--- src/rtl/dmi_pkg.sv ---
// rtl/dmi_pkg.sv - shared types and constants for the core-side DMI request path
//
// Purpose: FSM state encoding, dmistat codes and default bus widths used by
//          dmi_core_req_ctrl and its timeout counter.
// Ports:   none (package)
package dmi_pkg;

    localparam int DMI_ADDR_W = 7;
    localparam int DMI_DATA_W = 32;

    typedef enum logic [1:0] {
        IDLE = 2'd0,
        REQ  = 2'd1,
        WAIT = 2'd2
    } dmi_state_e;

    localparam logic [1:0] DMISTAT_OK   = 2'b00;
    localparam logic [1:0] DMISTAT_FAIL = 2'b10;
    localparam logic [1:0] DMISTAT_BUSY = 2'b11;

    // A failure never downgrades an overrun that is already recorded.
    function automatic logic [1:0] dmistat_on_fail(input logic [1:0] cur);
        return (cur == DMISTAT_BUSY) ? DMISTAT_BUSY : DMISTAT_FAIL;
    endfunction

endpackage

--- src/rtl/dmi_tmo_cnt.sv ---
// rtl/dmi_tmo_cnt.sv - saturating transaction timeout counter
//
// Purpose: counts cycles while a DMI transaction is in flight and flags expiry.
// Ports:
//   clk       in   core clock
//   rst_n     in   asynchronous active-low reset
//   clr_i     in   restart the count at zero (start of a transaction)
//   en_i      in   count this cycle
//   expire_o  out  this is the last allowed cycle of the transaction
module dmi_tmo_cnt #(
    parameter int W = 8
) (
    input  logic clk,
    input  logic rst_n,
    input  logic clr_i,
    input  logic en_i,
    output logic expire_o
);

    localparam logic [W-1:0] CNT_MAX  = {W{1'b1}};
    localparam logic [W-1:0] CNT_LAST = CNT_MAX - {{(W-1){1'b0}}, 1'b1};

    logic [W-1:0] cnt_q;
    logic [W-1:0] cnt_d;

    always_comb begin
        cnt_d = cnt_q;
        if (clr_i) begin
            cnt_d = '0;
        end else if (en_i && (cnt_q != CNT_MAX)) begin
            cnt_d = cnt_q + {{(W-1){1'b0}}, 1'b1};
        end
    end

    always_ff @(posedge clk or negedge rst_n) begin
        if (!rst_n) begin
            cnt_q <= '0;
        end else begin
            cnt_q <= cnt_d;
        end
    end

    // Expiry fires in the cycle whose increment reaches all-ones, so the
    // transaction gets 2**W-1 cycles. A count already at all-ones (handshake
    // taken in the expiry cycle) keeps expiring until the transaction ends.
    assign expire_o = en_i && (cnt_q >= CNT_LAST);

endmodule

--- src/rtl/dmi_core_req_ctrl.sv ---
// rtl/dmi_core_req_ctrl.sv - core-side DMI request controller
//
// Purpose: turns synchronizer reg_en pulses into one valid/ready request to the
//          debug module, waits for the response, holds read data and a sticky
//          dmistat code for the TAP.
// Ports:
//   clk, rst_n                         core clock, asynchronous active-low reset
//   reg_en, reg_wr_en                  request pulse and write qualifier
//   jtag_addr, jtag_wdata              quasi-static JTAG address / write data
//   dmireset                           pulse: clear sticky dmistat
//   dmi_req_valid/ready/write/addr/wdata   request channel to debug module
//   dmi_rsp_valid/err/rdata            response channel from debug module
//   rd_data                            last successful read data
//   dmistat                            00 ok, 10 failed, 11 busy/overrun
//   busy                               transaction in flight
module dmi_core_req_ctrl
    import dmi_pkg::*;
#(
    parameter int ADDR_W = DMI_ADDR_W,
    parameter int DATA_W = DMI_DATA_W,
    parameter int TMO_W  = 8
) (
    input  logic              clk,
    input  logic              rst_n,
    input  logic              reg_en,
    input  logic              reg_wr_en,
    input  logic [ADDR_W-1:0] jtag_addr,
    input  logic [DATA_W-1:0] jtag_wdata,
    input  logic              dmireset,
    output logic              dmi_req_valid,
    input  logic              dmi_req_ready,
    output logic              dmi_req_write,
    output logic [ADDR_W-1:0] dmi_req_addr,
    output logic [DATA_W-1:0] dmi_req_wdata,
    input  logic              dmi_rsp_valid,
    input  logic              dmi_rsp_err,
    input  logic [DATA_W-1:0] dmi_rsp_rdata,
    output logic [DATA_W-1:0] rd_data,
    output logic [1:0]        dmistat,
    output logic              busy
);

    dmi_state_e        state_q, state_d;
    logic [ADDR_W-1:0] addr_q, addr_d;
    logic [DATA_W-1:0] wdata_q, wdata_d;
    logic              write_q, write_d;
    logic [DATA_W-1:0] rd_data_q, rd_data_d;
    logic [1:0]        stat_q, stat_d;

    logic tmo_clr;
    logic tmo_expire;
    logic set_fail;
    logic set_busy;

    dmi_tmo_cnt #(
        .W(TMO_W)
    ) u_tmo (
        .clk      (clk),
        .rst_n    (rst_n),
        .clr_i    (tmo_clr),
        .en_i     (state_q != IDLE),
        .expire_o (tmo_expire)
    );

    always_comb begin
        state_d   = state_q;
        addr_d    = addr_q;
        wdata_d   = wdata_q;
        write_d   = write_q;
        rd_data_d = rd_data_q;
        tmo_clr   = 1'b0;
        set_fail  = 1'b0;

        case (state_q)
            IDLE: begin
                // A pending error/overrun blocks new requests until dmireset.
                if (reg_en && (stat_q == DMISTAT_OK)) begin
                    state_d = REQ;
                    addr_d  = jtag_addr;
                    wdata_d = jtag_wdata;
                    write_d = reg_wr_en;
                    tmo_clr = 1'b1;
                end
            end
            REQ: begin
                // Handshake wins over a timeout in the same cycle.
                if (dmi_req_ready) begin
                    state_d = WAIT;
                end else if (tmo_expire) begin
                    state_d  = IDLE;
                    set_fail = 1'b1;
                end
            end
            WAIT: begin
                if (dmi_rsp_valid) begin
                    state_d = IDLE;
                    if (dmi_rsp_err) begin
                        set_fail = 1'b1;
                    end else if (!write_q) begin
                        rd_data_d = dmi_rsp_rdata;
                    end
                end else if (tmo_expire) begin
                    state_d  = IDLE;
                    set_fail = 1'b1;
                end
            end
            default: state_d = IDLE;
        endcase

        // reg_en during a transaction is an overrun; it never restarts the FSM.
        set_busy = reg_en && (state_q != IDLE);

        stat_d = stat_q;
        if (set_busy) begin
            stat_d = DMISTAT_BUSY;
        end else if (set_fail) begin
            stat_d = dmistat_on_fail(stat_q);
        end else if (dmireset) begin
            stat_d = DMISTAT_OK;
        end
    end

    always_ff @(posedge clk or negedge rst_n) begin
        if (!rst_n) begin
            state_q   <= IDLE;
            addr_q    <= '0;
            wdata_q   <= '0;
            write_q   <= 1'b0;
            rd_data_q <= '0;
            stat_q    <= DMISTAT_OK;
        end else begin
            state_q   <= state_d;
            addr_q    <= addr_d;
            wdata_q   <= wdata_d;
            write_q   <= write_d;
            rd_data_q <= rd_data_d;
            stat_q    <= stat_d;
        end
    end

    // Decoded straight from the state register so reset drops valid at once.
    assign dmi_req_valid = (state_q == REQ);
    assign busy          = (state_q != IDLE);
    assign dmi_req_write = write_q;
    assign dmi_req_addr  = addr_q;
    assign dmi_req_wdata = wdata_q;
    assign rd_data       = rd_data_q;
    assign dmistat       = stat_q;

endmodule

--- config.mk ---
export PLATFORM = sky130hd
export DESIGN_NAME = dmi_core_req_ctrl
export DESIGN_NICKNAME = d
export VERILOG_FILES = /design/src/rtl/dmi_pkg.sv /design/src/rtl/dmi_tmo_cnt.sv /design/src/rtl/dmi_core_req_ctrl.sv
export SDC_FILE = /design/constraint.sdc
export NUM_CORES = 1
export LEC_CHECK = 0
export ABC_AREA = 1
export CAP_MARGIN = 20
export CORE_UTILIZATION = 38
export CTS_BUF_LIST = sky130_fd_sc_hd__clkbuf_8 sky130_fd_sc_hd__clkbuf_16
export CTS_CLUSTER_SIZE = 40
export DETAILED_ROUTE_END_ITERATION = 8
export PLACE_DENSITY = 0.79
export REMOVE_ABC_BUFFERS = 1
export SYNTH_ARGS = -nofsm -noshare
export SYNTH_HDL_FRONTEND = slang
export SYNTH_SLANG_ARGS = --single-unit
--- constraint.sdc ---
create_clock -name clk -period 1.5 [get_ports clk]
set_input_delay 0.3 -clock clk [delete_from_list [all_inputs] [get_ports clk]]
set_output_delay 0.3 -clock clk [all_outputs]
set_load 0.01 [all_outputs]
# Word level (Yosys, flattened, before mapping)
# Cells that the tools add are included.
# totals
inputBits	79
reg_bits	84
out_inout_bits	76
# classes
eq_ne	5
bitwise_logic	2
order_cmp	1
add_sub_neg	1
muxes	18
n_reduce_logical	11
# op_table
operator	count
$mux W8	2
$mux W2	7
$add A8 B1 Y8 const B	1
$ge A8 B8 Y1 const B	1
$ne A8 B8 Y1 const B	1
$mux W1	7
$pmux W2 S3	1
$eq A2 B2 Y1 const B	2
$logic_and A1 B1 Y1	4
$logic_not A2 Y1	2
$reduce_and A4 Y1	1
$reduce_bool A2 Y1	2
$reduce_bool A3 Y1	1
$eq A2 B1 Y1 const B	1
$ne A2 B2 Y1 const B	1
$not A1 Y1	2
$pmux W1 S2	1
$reduce_and A2 Y1	1

# Logic depth before layout (Yosys ltp)
# logic_depth
depth_word	7
mapped_depth	9
depth_no_buf	9

# Modules after synthesis
# From an unflattened synthesis, not the netlist that was laid out.
# unflattened
cells_unflattened	433
area_unflattened_um2	3654.8
# modules_own_cells
mod	n_inst	cells_each	area_each_um2
dmi_core_req_ctrl	1	358	3126.7
dmi_tmo_cnt	1	75	528.0

# Least setup slack after synthesis
# OpenSTA, ideal clock, no wires.
# synth_path
path_type	register to register
startpoint	register state_q[0]
endpoint	register rd_data_q[0] (netlist: rd_data[0])
required_time_ns	1.375
path_buffers	1
t_arrival_ns	1.387
setup_ns	0.125
stages_incl_launch_ff	6
period_less_slack_ns	1.512
setup_slack_ns	-0.012
path_cell_list	dfrtp_1 > inv_1 > ha_1 > nand3_1 > buf_2 > mux2_2
# synth_between
elab_chain_cells	2
# synth_lines
element	line	rtl
from (decl)	dmi_core_req_ctrl.sv:43	dmi_state_e state_q, state_d;
from (signal assigned)	dmi_core_req_ctrl.sv:132	state_q <= state_d;
$eq A2 B2 Y1	dmi_core_req_ctrl.sv:74	case (state_q)
$reduce_and A4 Y1 (no source line)	n/a	
to (signal assigned)	dmi_core_req_ctrl.sv:136	rd_data_q <= rd_data_d;
to (decl)	dmi_core_req_ctrl.sv:47	logic [DATA_W-1:0] rd_data_q, rd_data_d;
# Every way passes these cells.
# A chain may end at the register's enable or synchronous reset.

# Worst setup path after layout
# layout_path
startpoint	register state_q[0]
endpoint	register rd_data_q[28] (netlist: rd_data[28])
# Same word-level chain as after synthesis.

==> results.sh <==
export IMPL_outcome="complete, but fails checks"
export IMPL_violations="negative setup slack"
export IMPL_rows=35
export IMPL_clkSlewWorstSetupHoldPaths_ns=0.07
export IMPL_maxSlewViolCount=0
export IMPL_root_buffer="clkbuf_8"
export IMPL_die_h_um=99.9
export IMPL_drcViolationCount=0
export IMPL_clock_sinks=84
export IMPL_cp_end_kind="flip-flop"
export IMPL_r2r_start="state_q[0]$_DFFE_PN0P_"
export IMPL_dr_pass1_iters=4
export IMPL_dp_slack_ns=-0.175
export IMPL_timing_fmax_mhz=662
export IMPL_p_total_mw=10.6
export IMPL_synth_fa_ha_area_frac=0.0206
export IMPL_synth_area_um2=3640
export IMPL_n_antenna_cell=0
export IMPL_routabilityCongestion=0.793
export IMPL_start_util=0.394
export IMPL_drive_above_1_share=0.292
export IMPL_tightest_slew_ns=0.463
export IMPL_viasPerCell=4.66
export IMPL_worstPathMaxFanout=8
export IMPL_setup_viol=6
export IMPL_cap_violations=0
export IMPL_worst_r2r_cell_count=6
export IMPL_drtIter0Drc=82
export IMPL_final_common_cell="dfrtp_1"
export IMPL_clk_path_buf_depth=2
export IMPL_htreeDepth=3
export IMPL_gr_total_overflow=0
export IMPL_hpwl_um=6320
export IMPL_critPathLaunch="state_q[0]$_DFFE_PN0P_"
export IMPL_vias=2739
export IMPL_synth_seq_cells=84
export IMPL_crit_path_start_kind="flip-flop"
export IMPL_syn_avg_cell_area_um2=13.5
export IMPL_ir_drop_mv=0.895
export IMPL_yosysUniqueCellTypes=23
export IMPL_tns_ns=-0.0168
export IMPL_yosysTopAreaCellShare=0.577
export IMPL_slew_headroom=0.691
export IMPL_synth_compound_area_frac=0.0155
export IMPL_synth_mux_area_frac=0.259
export IMPL_power_leakage_nw=2.96
export IMPL_crit_required_ns=1.72
export IMPL_synth_xor_area_frac=0.00962
export IMPL_area_growth_pct=59.2
export IMPL_grt_pass1_wl_um=14600
export IMPL_final_core_util=0.627
export IMPL_antenna_found_initial=0
export IMPL_routed_wl_um=9230
export IMPL_worstSkewPairLatency_ns=0.35
export IMPL_die_w_um=99.9
export IMPL_grt_setup_unrepaired="true"
export IMPL_layout_common_cells="83 x dfrtp_1, 77 x clkdlybuf4s50_1, 74 x dlygate4sd2_1"
export IMPL_rrSetupSlack_ns=-0.01
export IMPL_seq_area_frac_synth=0.577
export IMPL_r2r_end="rd_data[28]$_DFFE_PN0P_"
export IMPL_yosys_area_share_simple=0.0801
export IMPL_synth_area_top_cells="dfrtp_1 58%, mux2_4 14%, mux2_2 11%"
export IMPL_min_period_ns=1.51
export IMPL_synth_top_area_cell="dfrtp_1"
export IMPL_nFillCells=762
export IMPL_die_area_um2=9980
export IMPL_synth_top_family_by_area="multiplexers"
export IMPL_hp_class="reg -> reg"
export IMPL_syn_inst=270
export IMPL_grt_usage=0.188
export IMPL_final_hold_violation_count=0
export IMPL_crit_end="rd_data[28]$_DFFE_PN0P_"
export IMPL_ys_warn_count=0
export IMPL_port_buffers=154
export IMPL_num_io_pins=155
export IMPL_tritoncts="built"
export IMPL_wl_per_cell_um=15.7
export IMPL_period_share=1.01
export IMPL_fin_worst_skew_ns=0.0151
export IMPL_cp_arrival_ns=1.73
export IMPL_worstSetupPathType="reg -> reg"
export IMPL_grt_start_max_net_pins=85
export IMPL_cts_buffers=9
export IMPL_detail_route_antenna_nets=0
export IMPL_core_area_um2=9240
export IMPL_p_per_area_nw_per_um2=1840
export IMPL_grt_pass1_vias=2961
export IMPL_final_nets=540
export IMPL_setup_ws_ns=-0.0108
[stage by stage]
| step | hold WS [ns] | area [um^2] | std cells |
|---|---|---|---|
| floorplan | 0.00441 | 3580 | 263 |
| global placement | 0.370 | 5470 | 565 |
| detailed placement | 0.370 | 5470 | 565 |
| CTS | 0.507 | 5740 | 587 |
| global route | 0.523 | 5800 | 588 |
| finish | 0.501 | 5800 | 588 |
[worst min path at each step]
stage / cells after the start / to / from
finish: 1 / rd_data[3]$_DFFE_PN0P_ / rd_data[3]$_DFFE_PN0P_
global route: 1 / rd_data[11]$_DFFE_PN0P_ / rd_data[11]$_DFFE_PN0P_
CTS: 1 / rd_data[3]$_DFFE_PN0P_ / rd_data[3]$_DFFE_PN0P_
detailed placement: 2 / dmistat[0]$_DFFE_PN0P_ / rst_n
global placement: 2 / u_tmo.cnt_q[0]$_DFFE_PN0P_ / rst_n
floorplan: 0 / dmi_req_addr[0]$_DFFE_PN0P_ / rst_n
[per-layer routing]
layer  part of all wire  global-route usage
met1               0.41               0.227
met2               0.52               0.324
met3              0.063              0.0571
met4             0.0084              0.0543
met5                  0                   0
[logic make-up after synthesis]
group / count (synthesis)
buffers and inverters: 28
XOR/XNOR: 4
flip-flops: 84
multiplexers: 72
AND/OR/NAND/NOR: 66
AO/OA/AOI/OAI: 10
adder cells (fa/ha/maj): 6
[sequential cells by signal, indices dropped and copies added (netlist names)]
signal and flops:
dmi_req_addr 7, dmi_req_wdata 32, dmi_req_write 1, dmistat 2, rd_data 32, state_q 2
u_tmo.cnt_q 8
[worst max-delay path: stages (launching register included)]
cell and delay [ns]:
dfrtp_1 0.40, inv_2 0.10, buf_6 0.11, ha_4 0.13, nand3_4 0.16, buf_8 0.20
mux2_4 0.30
[Yosys cell counts]
| master | number |
|---|---|
| dfrtp_1 | 84 |
| nand2_1 | 39 |
| mux2_2 | 37 |
| mux2_4 | 35 |
| inv_1 | 20 |
| nand3_1 | 12 |
| nor2_1 | 8 |
| ha_1 | 6 |
| buf_6 | 4 |
| o21ai_0 | 4 |
| a21oi_1 | 3 |
| buf_2 | 3 |
| nand4_1 | 3 |
| xor2_1 | 3 |
| a21boi_0 | 1 |
| inv_2 | 1 |
| nand2_2 | 1 |
| nand3_4 | 1 |
| nor2_2 | 1 |
| o211ai_1 | 1 |
| o22ai_1 | 1 |
| or2_2 | 1 |
| xnor2_1 | 1 |
[layout make-up]
class	instances	area [um^2]	share of cell area
clock inverter	6	81.3	0.0140
tap	129	161	0.0278
timing repair buffer	181	1760	0.304
inverter	21	78.8	0.0136
multi-input combinational	158	1490	0.257
sequential	84	2100	0.363
clock buffer	9	124	0.0214
[report_power, final]
group	leakage, nW	internal, mW	switching (mW)	total, mW
clock	0.106	0.918	0.786	1.70
combinational	1.82	2.92	2.06	4.99
sequential	1.04	3.33	0.627	3.95
[what timing repair did]
action,in CTS,in global routing
hold buffers,1,0
hold endpoints to repair,8,0
gates resized for setup,97,20
buffers inserted,4,2
pin swaps,2,6
endpoints found under the setup margin,122,85
cloned,2,1
(Power assumes the default switching activity.)
